[src/rtl/sc_mmio_datamem.sv]
// Data memory for the single-cycle CPU: word RAM below 0xFFFFFF00 and an I/O window
// above it with switches, debounced keys, seven-segment digits, LEDs and a cycle timer.
module sc_mmio_datamem #(
    parameter int DEPTH_LOG2 = 5,
    parameter int NUM_HEX    = 6,
    parameter int LED_W      = 10,
    parameter int SW_W       = 10,
    parameter int KEY_W      = 3,
    parameter int DEB_CYCLES = 16
) (
    input  logic                 clock,
    input  logic                 reset,
    input  logic [31:0]          addr,
    input  logic [31:0]          datain,
    input  logic                 we,
    output logic [31:0]          dataout,
    input  logic [SW_W-1:0]      sw,
    input  logic [KEY_W-1:0]     key,
    output logic [7*NUM_HEX-1:0] hex,
    output logic [LED_W-1:0]     led
);
    localparam int DEPTH = 1 << DEPTH_LOG2;
    localparam int CNT_W = $clog2(DEB_CYCLES);
    localparam logic [CNT_W-1:0] CNT_LAST = CNT_W'(DEB_CYCLES - 1);

    // I/O register offsets expressed as word indices (addr[7:2])
    localparam logic [5:0] OFF_SW   = 6'd0;
    localparam logic [5:0] OFF_KLVL = 6'd4;
    localparam logic [5:0] OFF_KPRS = 6'd5;
    localparam logic [5:0] OFF_HEX0 = 6'd8;
    localparam logic [5:0] OFF_LED  = 6'd32;
    localparam logic [5:0] OFF_TMR  = 6'd36;

    function automatic logic [6:0] seg7(input logic [4:0] dig);
        logic [6:0] seg;
        if (dig[4]) begin
            seg = 7'b1111111;
        end else begin
            case (dig[3:0])
                4'h0: seg = 7'b1000000;
                4'h1: seg = 7'b1111001;
                4'h2: seg = 7'b0100100;
                4'h3: seg = 7'b0110000;
                4'h4: seg = 7'b0011001;
                4'h5: seg = 7'b0010010;
                4'h6: seg = 7'b0000010;
                4'h7: seg = 7'b1111000;
                4'h8: seg = 7'b0000000;
                4'h9: seg = 7'b0010000;
                4'hA: seg = 7'b0001000;
                4'hB: seg = 7'b0000011;
                4'hC: seg = 7'b1000110;
                4'hD: seg = 7'b0100001;
                4'hE: seg = 7'b0000110;
                4'hF: seg = 7'b0001110;
                default: seg = 7'b1111111;
            endcase
        end
        return seg;
    endfunction

    logic [31:0]           mem_q [DEPTH];
    logic [SW_W-1:0]       sw_s1_q, sw_s1_d, sw_s2_q, sw_s2_d;
    logic [KEY_W-1:0]      key_s1_q, key_s1_d, key_s2_q, key_s2_d;
    logic [KEY_W-1:0]      key_level_q, key_level_d, key_press_q, key_press_d;
    logic [CNT_W-1:0]      deb_cnt_q [KEY_W];
    logic [CNT_W-1:0]      deb_cnt_d [KEY_W];
    logic [4:0]            digit_q [NUM_HEX];
    logic [4:0]            digit_d [NUM_HEX];
    logic [LED_W-1:0]      led_q, led_d;
    logic [31:0]           timer_q, timer_d;
    logic [31:0]           dataout_q, dataout_d;

    logic                  io_s, io_we_s, ram_we_s;
    logic [5:0]            word_off_s;
    logic [DEPTH_LOG2-1:0] ram_idx_s;
    logic [KEY_W-1:0]      key_clr_s;
    logic [31:0]           rd_hex_s, rd_io_s;
    logic                  unused_addr_s;

    assign io_s          = (addr[31:8] == 24'hFFFFFF);
    assign io_we_s       = we & io_s;
    assign ram_we_s      = we & ~io_s;
    assign word_off_s    = addr[7:2];
    assign ram_idx_s     = addr[DEPTH_LOG2+1:2];
    assign unused_addr_s = ^addr[1:0];

    assign dataout = dataout_q;
    assign led     = led_q;

    // RAM array: not reset, read side sees the pre-write word
    always_ff @(posedge clock) begin
        if (ram_we_s) begin
            mem_q[ram_idx_s] <= datain;
        end
    end

    // Next state for synchronisers, debouncers, press latches and writable registers
    always_comb begin
        sw_s1_d     = sw;
        sw_s2_d     = sw_s1_q;
        key_s1_d    = ~key;
        key_s2_d    = key_s1_q;
        key_level_d = key_level_q;
        deb_cnt_d   = deb_cnt_q;
        led_d       = led_q;
        digit_d     = digit_q;
        key_clr_s   = {KEY_W{1'b0}};

        for (int k = 0; k < KEY_W; k++) begin
            if (key_s2_q[k] == key_level_q[k]) begin
                deb_cnt_d[k] = {CNT_W{1'b0}};
            end else if (deb_cnt_q[k] == CNT_LAST) begin
                deb_cnt_d[k]   = {CNT_W{1'b0}};
                key_level_d[k] = key_s2_q[k];
            end else begin
                deb_cnt_d[k] = deb_cnt_q[k] + CNT_W'(1);
            end
        end

        if (io_we_s && word_off_s == OFF_KPRS) begin
            key_clr_s = datain[KEY_W-1:0];
        end else begin
            key_clr_s = {KEY_W{1'b0}};
        end
        // a fresh press edge overrides a simultaneous clear
        key_press_d = (key_press_q & ~key_clr_s) | (key_level_d & ~key_level_q);

        for (int i = 0; i < NUM_HEX; i++) begin
            if (io_we_s && word_off_s == OFF_HEX0 + 6'(i)) begin
                digit_d[i] = datain[4:0];
            end else begin
                digit_d[i] = digit_q[i];
            end
        end

        if (io_we_s && word_off_s == OFF_LED) begin
            led_d = datain[LED_W-1:0];
        end else begin
            led_d = led_q;
        end

        if (io_we_s && word_off_s == OFF_TMR) begin
            timer_d = datain;
        end else begin
            timer_d = timer_q + 32'd1;
        end
    end

    // Load data selection: I/O register or RAM word
    always_comb begin
        rd_hex_s = 32'd0;
        for (int i = 0; i < NUM_HEX; i++) begin
            if (word_off_s == OFF_HEX0 + 6'(i)) begin
                rd_hex_s = 32'(digit_q[i]);
            end else begin
                rd_hex_s = rd_hex_s;
            end
        end

        case (word_off_s)
            OFF_SW:   rd_io_s = 32'(sw_s2_q);
            OFF_KLVL: rd_io_s = 32'(key_level_q);
            OFF_KPRS: rd_io_s = 32'(key_press_q);
            OFF_LED:  rd_io_s = 32'(led_q);
            OFF_TMR:  rd_io_s = timer_q;
            default:  rd_io_s = rd_hex_s;
        endcase

        if (io_s) begin
            dataout_d = rd_io_s;
        end else begin
            dataout_d = mem_q[ram_idx_s];
        end
    end

    // Seven-segment decode of the registered digits
    always_comb begin
        hex = {(7*NUM_HEX){1'b1}};
        for (int i = 0; i < NUM_HEX; i++) begin
            hex[7*i +: 7] = seg7(digit_q[i]);
        end
    end

    // State registers with synchronous reset
    always_ff @(posedge clock) begin
        if (reset) begin
            sw_s1_q     <= {SW_W{1'b0}};
            sw_s2_q     <= {SW_W{1'b0}};
            key_s1_q    <= {KEY_W{1'b0}};
            key_s2_q    <= {KEY_W{1'b0}};
            key_level_q <= {KEY_W{1'b0}};
            key_press_q <= {KEY_W{1'b0}};
            led_q       <= {LED_W{1'b0}};
            timer_q     <= 32'd0;
            dataout_q   <= 32'd0;
            for (int k = 0; k < KEY_W; k++) begin
                deb_cnt_q[k] <= {CNT_W{1'b0}};
            end
            for (int i = 0; i < NUM_HEX; i++) begin
                digit_q[i] <= 5'h10;
            end
        end else begin
            sw_s1_q     <= sw_s1_d;
            sw_s2_q     <= sw_s2_d;
            key_s1_q    <= key_s1_d;
            key_s2_q    <= key_s2_d;
            key_level_q <= key_level_d;
            key_press_q <= key_press_d;
            led_q       <= led_d;
            timer_q     <= timer_d;
            dataout_q   <= dataout_d;
            deb_cnt_q   <= deb_cnt_d;
            digit_q     <= digit_d;
        end
    end
endmodule

[config.mk]
export PLATFORM = sky130hd
export DESIGN_NAME = sc_mmio_datamem
export DESIGN_NICKNAME = d
export VERILOG_FILES = /design/src/rtl/sc_mmio_datamem.sv
export SDC_FILE = /design/constraint.sdc
export NUM_CORES = 1
export LEC_CHECK = 0
export CAP_MARGIN = 30
export CORE_ASPECT_RATIO = 2
export CORE_MARGIN = 5
export CORE_UTILIZATION = 40
export DETAILED_ROUTE_END_ITERATION = 10
export GPL_TIMING_DRIVEN = 0
export PLACE_DENSITY = 0.52
export RECOVER_POWER = 25
export SETUP_SLACK_MARGIN = 0.5
export SYNTH_ARGS = -nofsm -noshare
export SYNTH_HDL_FRONTEND = slang
export SYNTH_SLANG_ARGS = --single-unit
[constraint.sdc]
create_clock -name clock -period 9.2 [get_ports clock]
set_input_delay 1.84 -clock clock [delete_from_list [all_inputs] [get_ports clock]]
set_output_delay 1.84 -clock clock [all_outputs]
set_load 0.02 [all_outputs]
==> metrics.md <==
| Metric | Value |
|---|---|
| Run status | finished with violations |
| Main area contributors after synthesis | edfxtp_1, mux4_2, dfxtp_1 |
| CTS tree | built |
| Setup TNS | 0 ps |
| HPWL after DPL | 125000 um |
| Crit Path Class | in2reg |
| Port bufs | 160 |
| Reg clk slew, reported paths | roughly 70 ps |
| Clock tree sinks | ~1.2k |
| Total GRT Usage | 0.264 |
| Synth-to-Final Area Change | 18.9% |
| # resized after CTS | 0 |
| CTS root buf | clkbuf_16 |
| Hold crit path type | reg2reg |
| Yosys Warn Count | 0 |
| Final WL | ~170000 um |
| Initial antenna violation count | 6 |
| CP arrival | 5710 ps |
| Failing checks | capacitance limit, slew limit |
| Routed Antenna Nets | 0 |
| Number of flops mapped to enable cells by yosys | about 1.0k |
| Row cnt | 180 |
| Post-layout min period | about 5300 ps |
| Finished Layout Cells | between 4k and 5k |
| Synthesized area per cell | ~18 um^2 |
| Hold Violations, Final | 0 |
| Io pins | between 150 and 200 |
| Routed len/inst | 36.1 um |
| Yosys top cell area share | 0.638 |
| Area leader, netlist | edfxtp_1 |
| First-pass GRT wire length | ~240000 um |
| Initial DRC Count | 2819 |
| Core ar. | around 120000 um^2 |
| Worst setup SP type | input port |
| Post-CTS Setup Bufs | 0 |
| Critical Path RT | between 9000 and 10000 ps |
| Largest net degree at the start of global routing | 36 |
| FILL cells | 10.2k |
| Die W | 256 um |
| Mapped Area | approximately 48000 um^2 |
| Mapped Cells | around 2.7k |
| RR Endpoint | timer_q[31] |
| Initial Util | 0.402 |
| First element of the critical path | addr[17] |
| Hold Buf Count CTS | 0 |
| Routed via count | 28.5k |
| Worst skew pair latency | about 750 ps |
| Syn_nets | between 2k and 3k |
| RR Startpoint | timer_q[5] |
| Congestion Overflow GR | 0 |
| Flops & latches, synth | roughly 1.2k |
| Number of global-route vias before repair | between 20k and 30k |
| P_leak | between 0.015 and 0.02 uW |
| H-tree depth | 3 |
| Unrepaired setup endpoints after global routing | false |
| Die height | ~500 um |
| Residual DRC | 0 |
| Layout cells sized above 1 | 0.213 |
| Ys flop type | edfxtp_1 |
| Cells after DPL | roughly 4.6k |
| Max-slew violation count | ~140 |
| Final Hold Slack | roughly 450 ps |
| Maximum clock path buffer count | 3 |
| MaxCap Viol Count | 4 |
| Crit Path Max Fanout | 13 |
| Via/cell ratio | around 6 |
| TritonRoute pass-1 iters | 6 |
| Worst-Margin Slew | roughly 2200 ps |
| Routability-driven placement congestion ratio | 0.974 |
| Layout Skew | ~26 ps |
| Sequential share of the synthesized area | 0.716 |
| Met1 usage in global routing | 0.273 |
| Grt peak-use layer | met2 |
| Worst r2r path cells | 7 |
| Setup crit end kind | flop |
| Slew headroom | -0.466 |
| Worst setup margin | just under 4000 ps |
| Max IR drop VDD | approximately 140 uV |
| Crit path to | mem_q[4][10] |
| Pwr dens | 197 nW/um^2 |
| Final setup violation count | 0 |
| GR Util met2 | 0.491 |
| Worst slack at placement | 3050 ps |
| Final core occ | 0.478 |
| Nets@finish | between 3k and 4k |
| Tcrit/Tclk final | 0.575 |
| Die area | around 130000 um^2 |
| Max Clock Freq | between 150 and 200 MHz |
| Num CTS Buffers | 108 |
| Post-synth ARST share | 0 |
| Worst reg2reg setup slack | about 6400 ps |
| Synth cell types | 72 |
| Met3 Track Usage GR | 0.0414 |
[logic make-up (layout without fill, tap and decap cells)]
logic type	count (synthesis)	after routing	synth area share
xor+xnor	39	39	0.00708
mux	362	362	0.138
simple gates	546	546	0.0577
compound gates	352	352	0.0530
flops	1214	1214	0.716
buf+inv	190	667	0.0171
fa+ha+maj	40	40	0.0104
other cells	0	3	0
[where the power goes]
group,total (uW),internal [uW],switching (uW)
combinational,745,264,480
sequential,6050,6030,23.0
clock,4530,2410,2110
[placed cells by master (no fill, tap or decap), types with 28 or more instances in the layout]
cell type,Yosys,routed
a211oi_1,48,48
a21oi_1,39,39
a22oi_1,28,28
buf_12,0,31
buf_2,44,50
buf_8,0,35
clkbuf_1,76,117
clkbuf_16,0,112
clkdlybuf4s50_1,0,136
dfxtp_1,190,190
edfxtp_1,1024,1024
ha_1,40,40
inv_1,40,42
mux2i_1,99,99
mux4_2,241,241
nand2_1,113,113
nand3_1,44,44
nand4_1,35,35
nor2_1,151,118
nor2_4,0,32
nor2b_1,49,49
o21ai_0,40,40
o22ai_1,72,72
or2_2,46,46
[registers in the layout, indices dropped and copies added (netlist names), named ones only]
name and count:
sw_s1_q 10, digit_q 30, key_s1_q 3, key_press_q 3
key_s2_q 3, key_level_q 3, dataout 32, timer_q 32
led 10, deb_cnt_q 12, mem_q 1024, sw_s2_q 10
[routing by layer]
| metal | share of wire | up-vias |
|---|---|---|
| li1 | - | 11800 |
| met5 | 0.000076 | - |
| met2 | 0.53 | 1361 |
| met4 | 0.085 | 2 |
| met1 | 0.32 | 14900 |
| met3 | 0.059 | 479 |
[area by class of cell]
cell class | count | area (um^2) | area share
Antenna cell | 3 | 7.51 | 0.000131
Buffer | 150 | 677 | 0.0118
Clock buffer | 141 | 2940 | 0.0513
Clock inverter | 64 | 528 | 0.00921
Inverter | 40 | 150 | 0.00262
Multi-Input combinational cell | 1339 | 13100 | 0.229
Sequential cell | 1214 | 34600 | 0.603
Tap cell | 1547 | 1940 | 0.0338
Timing Repair Buffer | 272 | 3450 | 0.0601
[critical path, stage by stage]
cell and delay [ps]:
clkdlybuf4s50_1 400, nand4_1 300, nor2_1 250, nand2_1 140
clkbuf_1 520, nand3_1 860, nor2_4 920, buf_16 240
buf_16 180
[worst min-delay path by stage]
stage,start,to,slack [ps],depth (start not counted)
3_3_place_gp,deb_cnt_q[0],deb_cnt_q[0],430,1
5_1_grt,sw_s1_q[7],sw_s2_q[7],470,1
6_report,deb_cnt_q[0],deb_cnt_q[0],450,1
4_1_cts,deb_cnt_q[0],deb_cnt_q[0],460,1
3_5_place_dp,sw_s1_q[4],sw_s2_q[4],440,1
2_1_floorplan,key_s1_q[0],key_s2_q[0],410,1
[stage by stage]
step	total power [uW]	instance area, um^2
after floorplan	6480	48200
after global placement	6860	51800
after detailed placement	6920	53900
after CTS	11400	57400
after global routing	11600	57300
final	11300	57300
[synth_stat cells (13+ instances only)]
| cell type | count |
|---|---|
| a211oi_1 | 48 |
| a21oi_1 | 39 |
| a22o_1 | 23 |
| a22oi_1 | 28 |
| and3_1 | 21 |
| buf_1 | 17 |
| buf_2 | 44 |
| clkbuf_1 | 76 |
| dfxtp_1 | 190 |
| edfxtp_1 | 1024 |
| ha_1 | 40 |
| inv_1 | 40 |
| mux2_2 | 19 |
| mux2i_1 | 99 |
| mux4_2 | 241 |
| nand2_1 | 113 |
| nand3_1 | 44 |
| nand4_1 | 35 |
| nor2_1 | 151 |
| nor2b_1 | 49 |
| nor3_1 | 23 |
| nor3b_1 | 15 |
| o211ai_1 | 13 |
| o21ai_0 | 40 |
| o22ai_1 | 72 |
| or2_2 | 46 |
| xnor2_1 | 20 |
| xor2_1 | 19 |
(Power assumes the default switching activity.)
